==> src/rtl/m_store_buffer.sv <==
// rtl/m_store_buffer.sv - four-entry FIFO store buffer with DM drain port and byte-lane load forwarding
module m_store_buffer (
    input  logic        clk,
    input  logic        reset,
    input  logic        st_valid,
    input  logic [31:0] st_addr,
    input  logic [31:0] st_wd,
    input  logic [3:0]  st_be,
    input  logic [31:0] st_pc,
    output logic        st_ready,
    input  logic        drain_en,
    output logic        dm_we,
    output logic [31:0] dm_addr,
    output logic [31:0] dm_wd,
    output logic [3:0]  dm_be,
    output logic [31:0] dm_pc,
    input  logic [31:0] ld_addr,
    input  logic [31:0] dm_rd,
    output logic [31:0] ld_data,
    output logic [2:0]  count,
    output logic        empty,
    output logic        full
);

    logic [29:0] e_addr [4];
    logic [31:0] e_wd   [4];
    logic [3:0]  e_be   [4];
    logic [31:0] e_pc   [4];

    logic [1:0]  wr_ptr;
    logic [1:0]  rd_ptr;
    logic [2:0]  cnt;
    logic        push;
    logic        pop;
    logic [1:0]  fwd_idx;

    // Byte offsets are meaningless for a word-granular buffer.
    logic        unused_addr_bits;
    assign unused_addr_bits = ^{st_addr[1:0], ld_addr[1:0]};

    assign count    = cnt;
    assign empty    = (cnt == 3'd0);
    assign full     = (cnt == 3'd4);
    assign st_ready = !full;

    assign push  = st_valid && !full;
    assign dm_we = !empty && drain_en;
    assign pop   = dm_we;

    assign dm_addr = {e_addr[rd_ptr], 2'b00};
    assign dm_wd   = e_wd[rd_ptr];
    assign dm_be   = e_be[rd_ptr];
    assign dm_pc   = e_pc[rd_ptr];

    always_ff @(posedge clk) begin
        if (reset) begin
            wr_ptr <= 2'd0;
            rd_ptr <= 2'd0;
            cnt    <= 3'd0;
        end else begin
            if (push) wr_ptr <= wr_ptr + 2'd1;
            if (pop)  rd_ptr <= rd_ptr + 2'd1;
            case ({push, pop})
                2'b10:   cnt <= cnt + 3'd1;
                2'b01:   cnt <= cnt - 3'd1;
                default: cnt <= cnt;
            endcase
        end
    end

    // Payload carries no reset; occupancy alone decides what is visible.
    always_ff @(posedge clk) begin
        if (!reset && push) begin
            e_addr[wr_ptr] <= st_addr[31:2];
            e_wd[wr_ptr]   <= st_wd;
            e_be[wr_ptr]   <= st_be;
            e_pc[wr_ptr]   <= st_pc;
        end
    end

    // Walk oldest to youngest so the youngest matching byte wins each lane.
    always_comb begin
        ld_data = dm_rd;
        fwd_idx = rd_ptr;
        for (int k = 0; k < 4; k++) begin
            fwd_idx = rd_ptr + 2'(k);
            if ((3'(k) < cnt) && (e_addr[fwd_idx] == ld_addr[31:2])) begin
                for (int i = 0; i < 4; i++) begin
                    if (e_be[fwd_idx][i]) ld_data[8*i +: 8] = e_wd[fwd_idx][8*i +: 8];
                end
            end
        end
    end

endmodule

==> config.mk <==
export PLATFORM = sky130hd
export DESIGN_NAME = m_store_buffer
export DESIGN_NICKNAME = d
export VERILOG_FILES = /design/src/rtl/m_store_buffer.sv
export SDC_FILE = /design/constraint.sdc
export NUM_CORES = 1
export LEC_CHECK = 0
export CAP_MARGIN = 20
export CORE_ASPECT_RATIO = 0.5
export CORE_UTILIZATION = 25
export CTS_BUF_LIST = sky130_fd_sc_hd__clkbuf_4 sky130_fd_sc_hd__clkbuf_8
export CTS_CLUSTER_DIAMETER = 60
export DETAILED_ROUTE_END_ITERATION = 7
export PLACE_DENSITY = 0.44
export SKIP_LAST_GASP = 1
export SLEW_MARGIN = 20
export SYNTH_ARGS = -nofsm -noshare
export SYNTH_HDL_FRONTEND = slang
export SYNTH_SLANG_ARGS = --single-unit
==> constraint.sdc <==
create_clock -name clk -period 5.3 [get_ports clk]
set_input_delay 1.325 -clock clk [delete_from_list [all_inputs] [get_ports clk]]
set_output_delay 1.325 -clock clk [all_outputs]
set_load 0.05 [all_outputs]
# Word-level counts from Yosys, hierarchy flattened
# Memories as Yosys holds them, arrays and structs flattened. A register that Yosys moved wholly into a read port is not among the register bits.
# Cells that the tools add are included.
[word_totals]
elab_cells = 67
input_bits = 168
mem_bits_rw = 392
n_memories = 4
out_inout_bits = 139
ff_bits = 7
[classes]
add_sub_neg = 6
n_mux = 31
magnitude_cmp = 4
eq_ne = 7
n_reduce_logical = 12
[mem_list]
columns = ["memory", "depth", "word_bits", "read_ports", "rd_ports_with_merged_regs", "write_ports", "line", "source"]
rows = [
  ["e_pc", 4, 32, 1, 1, 1, "28", "logic [31:0] e_pc [4];"],
  ["e_wd", 4, 32, 4, 1, 1, "26", "logic [31:0] e_wd [4];"],
  ["e_addr", 4, 30, 4, 1, 1, "25", "logic [29:0] e_addr [4];"],
  ["e_be", 4, 4, 4, 1, 1, "27", "logic [3:0] e_be [4];"],
]
[ops]
columns = ["op", "count"]
rows = [
  ["2-to-1 mux 32 bit", 4],
  ["2-to-1 mux 8 bit", 16],
  ["equality test 30 bit", 4],
  ["2-to-1 mux 2 bit", 8],
  ["logical AND 1 bit", 7],
  ["< comparator 1 x 3 -> 1 bit, first input constant", 2],
  ["< comparator 2 x 3 -> 1 bit, first input constant", 2],
  ["case mux 3 bit (2 select lines)", 1],
  ["adder 2 x 1 -> 2 bit, second input constant", 2],
  ["adder 2 bit, second input constant", 2],
  ["adder 3 x 1 -> 3 bit, second input constant", 1],
  ["equality test 3 bit, second input constant", 1],
  ["logical NOT 1 bit", 3],
  ["logical NOT 3 bit", 1],
  ["subtractor 3 x 1 -> 3 bit, second input constant", 1],
  ["equality test 2 x 1 -> 1 bit, second input constant", 1],
  ["equality test 2 bit, second input constant", 1],
  ["2-to-1 mux 1 bit", 2],
  ["nonzero test 2 bit", 1],
]

# Logic depth before layout (Yosys ltp)
# Gate-level depths: netlist (run 1).
[logic_depth]
depth_word = 9
mapped_depth = 14

# Worst setup path before layout (run 1)
# Ideal clock, no wire load.
[synth_path]
path_type = "input-to-output"
start = "input port ld_addr[28]"
end = "output port ld_data[10]"
t_arrival_ns = 3.817
cell_stages = 10
setup_slack_ns = 0.158
required_ns = 3.975
path_cell_list = "clkbuf_1 -> nor2b_1 -> mux2_2 -> o21ai_0 -> or4_1 -> or2_2 -> buf_2 -> o311a_1 -> o2111ai_1 -> nand3_1"
[synth_via]
elab_chain_len = 9
[synth_lines]
columns = ["element", "line", "source"]
rows = [
  ["start, declared", "17", "input logic [31:0] ld_addr,"],
  ["equality test 30 bit", "87", "if ((3'(k) < cnt) && (e_addr[fwd_idx] == ld_addr[31:2])) begin"],
  ["logical AND 1 bit", "87", ""],
  ["2-to-1 mux 32 bit", "87", ""],
  ["2-to-1 mux 8 bit", "89", "if (e_be[fwd_idx][i]) ld_data[8*i +: 8] = e_wd[fwd_idx][8*i +: 8];"],
  ["2-to-1 mux 32 bit", "87", ""],
  ["2-to-1 mux 8 bit", "89", ""],
  ["2-to-1 mux 32 bit", "87", ""],
  ["2-to-1 mux 8 bit", "89", ""],
  ["2-to-1 mux 32 bit *", "87", ""],
  ["end, declared", "19", "output logic [31:0] ld_data,"],
]
# Every way passes the cells marked *; elsewhere a longest branch is shown, timed or not.

# Worst setup path after layout (run 1)
[layout_path]
start = "input port ld_addr[8]"
end = "output port ld_data[29]"
# The elaborated chain is that of the path after synthesis.

==> results of run 1 <==
[area by class of cell]
type	instances	area, um2
sequential	401	12000
clock inverter	26	148
timing repair buffer	556	5770
clock buffer	98	1190
tap	1240	1550
multi-input combinational	1088	11300
fill	8974	59300
antenna	4	10.0
inverter	18	72.6
[cell families (layout without fill, tap and decap cells)]
| logic type | after synthesis | in the layout | share of synthesized area |
|---|---|---|---|
| adders and majority gates | 9 | 9 | 0.00485 |
| xor gates and xnor gates | 109 | 109 | 0.0411 |
| AOI/OAI and AO/OA | 260 | 260 | 0.0748 |
| DFF | 401 | 401 | 0.515 |
| and+or+nand+nor | 328 | 328 | 0.0786 |
| other | 1 | 6 | 0.000161 |
| buffers and inverters | 153 | 698 | 0.0309 |
| muxes | 380 | 380 | 0.255 |
[synthesized netlist by cell type (17+ instances only)]
library cell,count
xor2_1,27
clkbuf_1,41
xnor2_1,82
edfxtp_1,392
mux2_2,58
and2_1,20
mux4_2,162
nand2_1,89
buf_2,43
o21ai_0,95
buf_1,29
nor2_1,27
nor4b_1,32
a21boi_0,32
o2111ai_1,34
nand3_1,39
inv_1,17
o21ai_1,22
nand4_1,44
and3_1,32
mux2i_1,158
[sequential cells by signal, summed over array words and instances, names as in the netlist, named ones only]
register,cells
count,3
e_addr,120
e_be,16
e_pc,128
e_wd,128
rd_ptr,2
wr_ptr,2
[placed cells by master, fill, tap and decap left out, types with 17 or more instances in the layout]
cell type	n
mux2i_1	155
and3_1	24
mux4_2	162
nand3_1	19
clkdlybuf4s50_1	248
o2111ai_1	33
mux2_2	59
dlygate4sd2_1	17
nor2_1	26
nand4_1	44
clkbuf_8	73
nand3_2	20
xnor2_1	67
nand2_1	89
buf_12	46
a21boi_2	17
buf_4	192
nor4b_1	18
o21ai_1	27
buf_6	27
xor2_1	26
clkbuf_4	25
o21ai_0	76
edfxtp_1	392
[repair_timing]
| item | CTS | global route |
|---|---|---|
| setup endpoints to repair | 32 | 32 |
| gates resized for setup | 181 | 97 |
| pin swaps | 51 | 46 |
| cloned | 8 | 0 |
| buffers inserted | 36 | 5 |
[critical path, delay by kind of cell]
kind	cells	cell delay [ns]
XOR/XNOR	1	0.15
buffers and inverters	6	1.39
AND/OR/NAND/NOR	4	1.16
AO/OA/AOI/OAI	2	0.21
[metal layers]
| metal | vias to the layer above | track usage | wire (um) |
|---|---|---|---|
| met3 | 106 | 0.0295 | 3240 |
| met2 | 351 | 0.306 | 42300 |
| met5 | - | 0 | 13 |
| li1 | 7666 | - | - |
| met4 | 2 | 0.0486 | 1830 |
| met1 | 8857 | 0.227 | 36400 |
[metrics by stage]
stage          setup TNS, ns  cell area, um2  hold WS [ns]   util
3_3_place_gp          -25.68           29200         0.488  0.320
4_1_cts                -9.22           31600         0.513  0.346
2_1_floorplan              0           23200         0.469      -
5_1_grt               -12.61           32000         0.544  0.351
3_5_place_dp          -25.68           29200         0.504  0.320
6_report               -8.02           32000         0.510  0.351
[worst max path at each step]
stage / start / end / slack (ns) / cells after the start
6_report: ld_addr[8] / ld_data[29] / -0.30 / 13
5_1_grt: flip-flop / ld_data[29] / -0.45 / 16
4_1_cts: flip-flop / ld_data[12] / -0.32 / 16
3_5_place_dp: ld_addr[3] / ld_data[29] / -0.96 / 12
3_3_place_gp: ld_addr[3] / ld_data[29] / -0.98 / 12
2_1_floorplan: ld_addr[28] / ld_data[10] / 0.16 / 10
[power by group]
part	internal, uW	switching [uW]	leakage [uW]
Sequential	3660	104	0.00364
Combinational	2670	3490	0.00625
Clock	1500	1330	0.000706
Total	7820	4930	0.0106
==> results by group, run 1 <==
Flow run
  – Max Cap Viol: 0

Setup path
  – Worst endpoint required time: 3.97 ns
  – Reg-to-Reg Start: count[0]
  – Reg2reg end: e_pc[3][26]
  – Crit Path Class: input port to output pin
  – Worst Reg2Reg Path Length in Cells: 7
  – CP dominant cell by count: buf_6
  – CP Cell Sequence: clkdlybuf4s50_1, xnor2_1, nand4_1, buf_4, or4_4, nor4_4, buf_6, buf_12, buf_8, a21boi_2, o21ai_2, nand3_2, buf_6
  – Startpoint Class: input port
  – Setup slack, reg-to-reg: 2.49 ns
  – Critical path arrival: 4.27 ns
  – CP max FO: 6
  – Critical Path Max Stage Delay: 0.60 ns
  – Slowest CP cell: clkdlybuf4s50_1
  – Crit. End Element: output pin

STA
  – Max-slew violation count: 0
  – Fin crit period: 5.60 ns
  – RSZ-0062 raised after global routing: true
  – Worst Slack Setup Final: -0.299 ns
  – Final setup violation count: 32
  – Slew @ Worst Pin: 0.934 ns
  – Hold Vio Cnt, Final: 0
  – Final Skew: 0.0418 ns
  – Max-slew headroom: 0.377
  – Final period utilization: 1.06
  – FMAX: 0.179 GHz

Finish
  – # nets final: 2311
  – Share of cells above drive strength 1: 0.349
  – Layout Area Growth over Synthesis: 37.9%
  – Non-Filler Instances: 3431

Place
  – Gpl congestion: 0.831
  – Port Buf Inserts: 300
  – Post-DP HPWL: 56.0 mm
  – Pre-CTS WS: -0.962 ns
  – DP Cell Count: 3257

Route
  – Total Wirelength: 83.9 mm
  – Drt drc: 0
  – Vias per cell: 4.95
  – Routed via count: 17000
  – DRT Pass-1 Iters: 5
  – Initial drt markers: 1032
  – Antenna-violating nets left: 0
  – Average routed wire per standard cell: 24.4 um

Synthesis
  – EDFF count, synth: 392
  – Largest area contributor in the synthesized netlist: edfxtp_1
  – Syn Area/Cell: 14.2 um2
  – Ys flop type: edfxtp_1
  – Distinct cells, synth: 68
  – Top cells by area, synth: edfxtp_1 (51%), mux4_2 (16%), mux2i_1 (6.8%), xnor2_1 (3.1%), mux2_2 (2.8%)
  – Gate Count Post-Synth: 1641
  – YS warnings: 0
  – Mapped cell area: 0.0232 mm2
  – FFs w/ async S/R, synth: 0
  – Post-synth top area share: 0.507
  – Sequential area share after synthesis: 0.515
  – Synth Register Bits: 401

CTS
  – Hold_buf cts: 0
  – CTS max path bufs: 3
  – CTS tree: yes
  – CTS sink cnt: 401
  – Clk_lat worst skew: 0.69 ns
  – Inserted Clock Buffers: 69
  – CTS root buf: clkbuf_8
  – # H-tree levels: 3
  – Clk pin slew, worst setup/hold paths: 0.06 ns

Die
  – Core Box Area: 0.0913 mm2
  – Die Footprint: 0.0942 mm2
  – Boundary Pins: 307
  – Chip Height: 218 um
  – Die outline width: 433 um
  – FP Rows: 78
  – Initial Util: 0.254

Run status
  – Status: finished, violations left
  – Failing checks: setup timing

Global routing
  – Vias in the first global route: 17800
  – First-pass GRT wire length: 122 mm
  – Initial antenna violation count: 4
  – Overall Global Routing Usage: 0.177
  – Largest net degree at the start of global routing: 80
  – GR Overflow Total: 0

Power
  – P_leak: 0.0106 uW
  – Power density cells: 398 mW/mm2
  – Final Power: 12700 uW
  – Worst VDD drop: 0.148 mV

Hold path
  – Hold path cells: 2
  – Min-delay src: wr_ptr[1]
  – Hold endpoint: wr_ptr[1]
  – Worst hold path class: flip-flop to flip-flop
(Power assumes the default switching activity.)
==> run 2: changes to the inputs <==
Settings changed: CAP_MARGIN 20 to unset, CELL_PAD_IN_SITES_DETAIL_PLACEMENT set to 2, CELL_PAD_IN_SITES_GLOBAL_PLACEMENT set to 2, PLACE_DENSITY 0.44 to 0.57.
Clock period 5.3 ns to 6.5 ns, I/O delays scaled along.
==> results by group, run 2 (synthesis results as in run 1) <==
Global routing
  – GR Overflow Total: 0 (unchanged)
  – Vias in the first global route: 18600 (was 17800)
  – Grt peak-use layer: met2 (unchanged)
  – Largest net degree at the start of global routing: 115 (was 80)
  – Global routing met1 resource utilization: 0.235 (was 0.227)
  – GR Layer Usage met3: 0.0296 (was 0.0295)
  – Met2 Usage GRT: 0.320 (was 0.306)
  – First-pass GRT wire length: 127 mm (was 122 mm)
  – Initial antenna violation count: 7 (was 4)
  – Overall Global Routing Usage: 0.184 (was 0.177)

Die
  – Die outline width: 433 um (unchanged)
  – FP Rows: 78 (unchanged)
  – Boundary Pins: 307 (unchanged)
  – Die Footprint: 0.0942 mm2 (unchanged)
  – Initial Util: 0.254 (unchanged)
  – Core Box Area: 0.0913 mm2 (unchanged)
  – Chip Height: 218 um (unchanged)

Run status
  – Status: finished, final reports clean (was finished, violations left)

Setup path
  – CP dominant cell by count: buf_12 (was buf_6)
  – Worst endpoint required time: 4.88 ns (was 3.97 ns)
  – Startpoint Class: input port (unchanged)
  – Crit. End Element: output pin (unchanged)
  – Critical Path Max Stage Delay: 0.53 ns (was 0.60 ns)
  – Slowest CP cell: or4_4 (was clkdlybuf4s50_1)
  – Critical path arrival: 4.78 ns (was 4.27 ns)
  – CP max FO: 8 (was 6)
  – CP bufs+invs: 5 (was 6)
  – Top Family by Delay on Critical Path: buffers and inverters (unchanged)
  – Crit Path Class: input port to output pin (unchanged)
  – CP Cell Sequence: clkdlybuf4s50_1, xnor2_2, o211ai_1, or4_4, nor4_4, buf_12, buf_12, buf_12, a21boi_0, o21ai_0, nand3_2, buf_12 (was clkdlybuf4s50_1, xnor2_1, nand4_1, buf_4, or4_4, nor4_4, buf_6, buf_12, buf_8, a21boi_2, o21ai_2, nand3_2, buf_6)

STA
  – Hold Vio Cnt, Final: 0 (unchanged)
  – Fin crit period: 6.41 ns
  – FMAX: 0.156 GHz
  – Max-slew violation count: 0 (unchanged)
  – Final setup violation count: 0 (was 32)
  – Max-slew headroom: 0.293 (was 0.377)
  – Worst Slack Setup Final: 0.0914 ns (was -0.299 ns)
  – Slew @ Worst Pin: 1.05 ns (was 0.934 ns)
  – Total Neg Setup Slack: 0 ns (was -8.02 ns)
  – Final period utilization: 0.986
  – Final Skew: 0.0282 ns (was 0.0418 ns)

Hold path
  – Worst hold path class: flip-flop to flip-flop (unchanged)

Finish
  – Layout Area Growth over Synthesis: 32.4% (was 37.9%)
  – Non-Filler Instances: 3346 (was 3431)
  – Fillers: 9409 (was 8974)
  – Commonest non-fill, non-tap cells in the layout: edfxtp_1 (392), clkdlybuf4s50_1 (252), mux4_2 (162) (was edfxtp_1 (392), clkdlybuf4s50_1 (248), buf_4 (192))
  – # nets final: 2231 (was 2311)
  – Commonest non-fill, non-tap cell in the layout: edfxtp_1 (unchanged)
  – Share of cells above drive strength 1: 0.285 (was 0.349)
  – Top flop regs: e_pc (128), e_wd (128), e_addr (120) (unchanged)

CTS
  – Clk_lat worst skew: 0.69 ns (about the same)
  – CTS root buf: clkbuf_8 (unchanged)
  – CTS max path bufs: 3 (unchanged)
  – Inserted Clock Buffers: 69 (unchanged)
  – CTS sink cnt: 401 (unchanged)
  – CTS tree: yes (unchanged)
  – # H-tree levels: 3 (unchanged)
  – Clk pin slew, worst setup/hold paths: 0.06 ns (about the same)
  – Hold_buf cts: 0 (unchanged)

Place
  – Gpl congestion: 0.790 (was 0.831)
  – Port Buf Inserts: 300 (unchanged)
  – DP Cell Count: 3202 (was 3257)
  – Pre-CTS WS: -0.428 ns (was -0.962 ns)
  – Post-DP HPWL: 60.5 mm (was 56.0 mm)

Route
  – Total Wirelength: 86.8 mm (was 83.9 mm)
  – Antenna-violating nets left: 0 (unchanged)
  – Average routed wire per standard cell: 25.9 um (was 24.4 um)
  – Vias per cell: 5.02 (was 4.95)
  – Routed via count: 16800 (was 17000)
  – DRT Pass-1 Iters: 4 (was 5)
  – Drt drc: 0 (unchanged)
  – Initial drt markers: 962 (was 1032)

Power
  – Power density cells: 330 mW/mm2 (was 398 mW/mm2)
  – Worst VDD drop: 0.261 mV (was 0.148 mV)
  – P_leak: 0.0100 uW (was 0.0106 uW)

Flow run
  – Max Cap Viol: 0 (unchanged)
run 2: changes by cell type in the layout (fill, tap and decap cells not counted), moves of 9 or more:
cell,delta
a21boi_0,+28
a21boi_1,-9
a21boi_2,-17
buf_4,-38
buf_6,-21
buf_8,-13
dlygate4sd2_1,-10
nand3_1,+10
nand3_2,-10
o21ai_0,+14
o21ai_2,-14
xnor2_1,+11
xnor2_2,-11
run 2: metal layers:
metal / vias to the layer above / part of all wire
li1: 7510 / -
met3: 99 / 0.030
met4: 0 / 0.022
met2: 241 / 0.51
met1: 8954 / 0.44
met5: - / 0
run 2: final timing paths:
path	from	end	slack, ns	cells after the start
setup reg to reg	count[0]	e_addr[2][10]	3.32	7
setup / recovery	ld_addr[19]	ld_data[9]	0.09	12
hold reg to reg	wr_ptr[1]	wr_ptr[1]	0.53	2
hold / removal	wr_ptr[1]	wr_ptr[1]	0.53	2
run 2: stage by stage:
stage | hold slack (ns) | area (um2) | util | power, uW
floorplan | 0.469 | 23200 | - | 6200
global placement | 0.488 | 28800 | 0.315 | 7720
detailed placement | 0.525 | 28800 | 0.315 | 7770
CTS | 0.534 | 30400 | 0.333 | 10300
global route | 0.555 | 30700 | 0.336 | 10600
finish | 0.534 | 30700 | 0.336 | 10200
run 2: timing repair:
action                     CTS  global route
setup buffers                6            13
cloned                       1             1
gates resized for setup     38            47
setup endpoints to repair   32            32
pin swaps                   11            13
run 2: final cells by class:
type / instances / area (um2) / area share
Clock inverter: 31 / 267 / 0.00867
Clock buffer: 87 / 1090 / 0.0355
Sequential cell: 401 / 12000 / 0.389
Antenna cell: 5 / 12.5 / 0.000407
Multi-Input combinational cell: 1088 / 10900 / 0.354
Inverter: 18 / 70.1 / 0.00228
Timing Repair Buffer: 476 / 4910 / 0.160
Tap cell: 1240 / 1550 / 0.0505
run 2: worst reg2reg max path, cell delays in order, from the launching register on:
cell	delay [ns]
dfxtp_1	0.51
inv_1	0.12
ha_1	0.23
nand2_1	0.19
nand2_1	0.18
nor2_1	0.26
and2_4	0.82
buf_4	0.49
run 2: power breakdown:
group	leakage, uW	internal (uW)	switching [uW]
combinational	0.00565	1920	2760
sequential	0.00364	2980	118
clock	0.000718	1270	1110
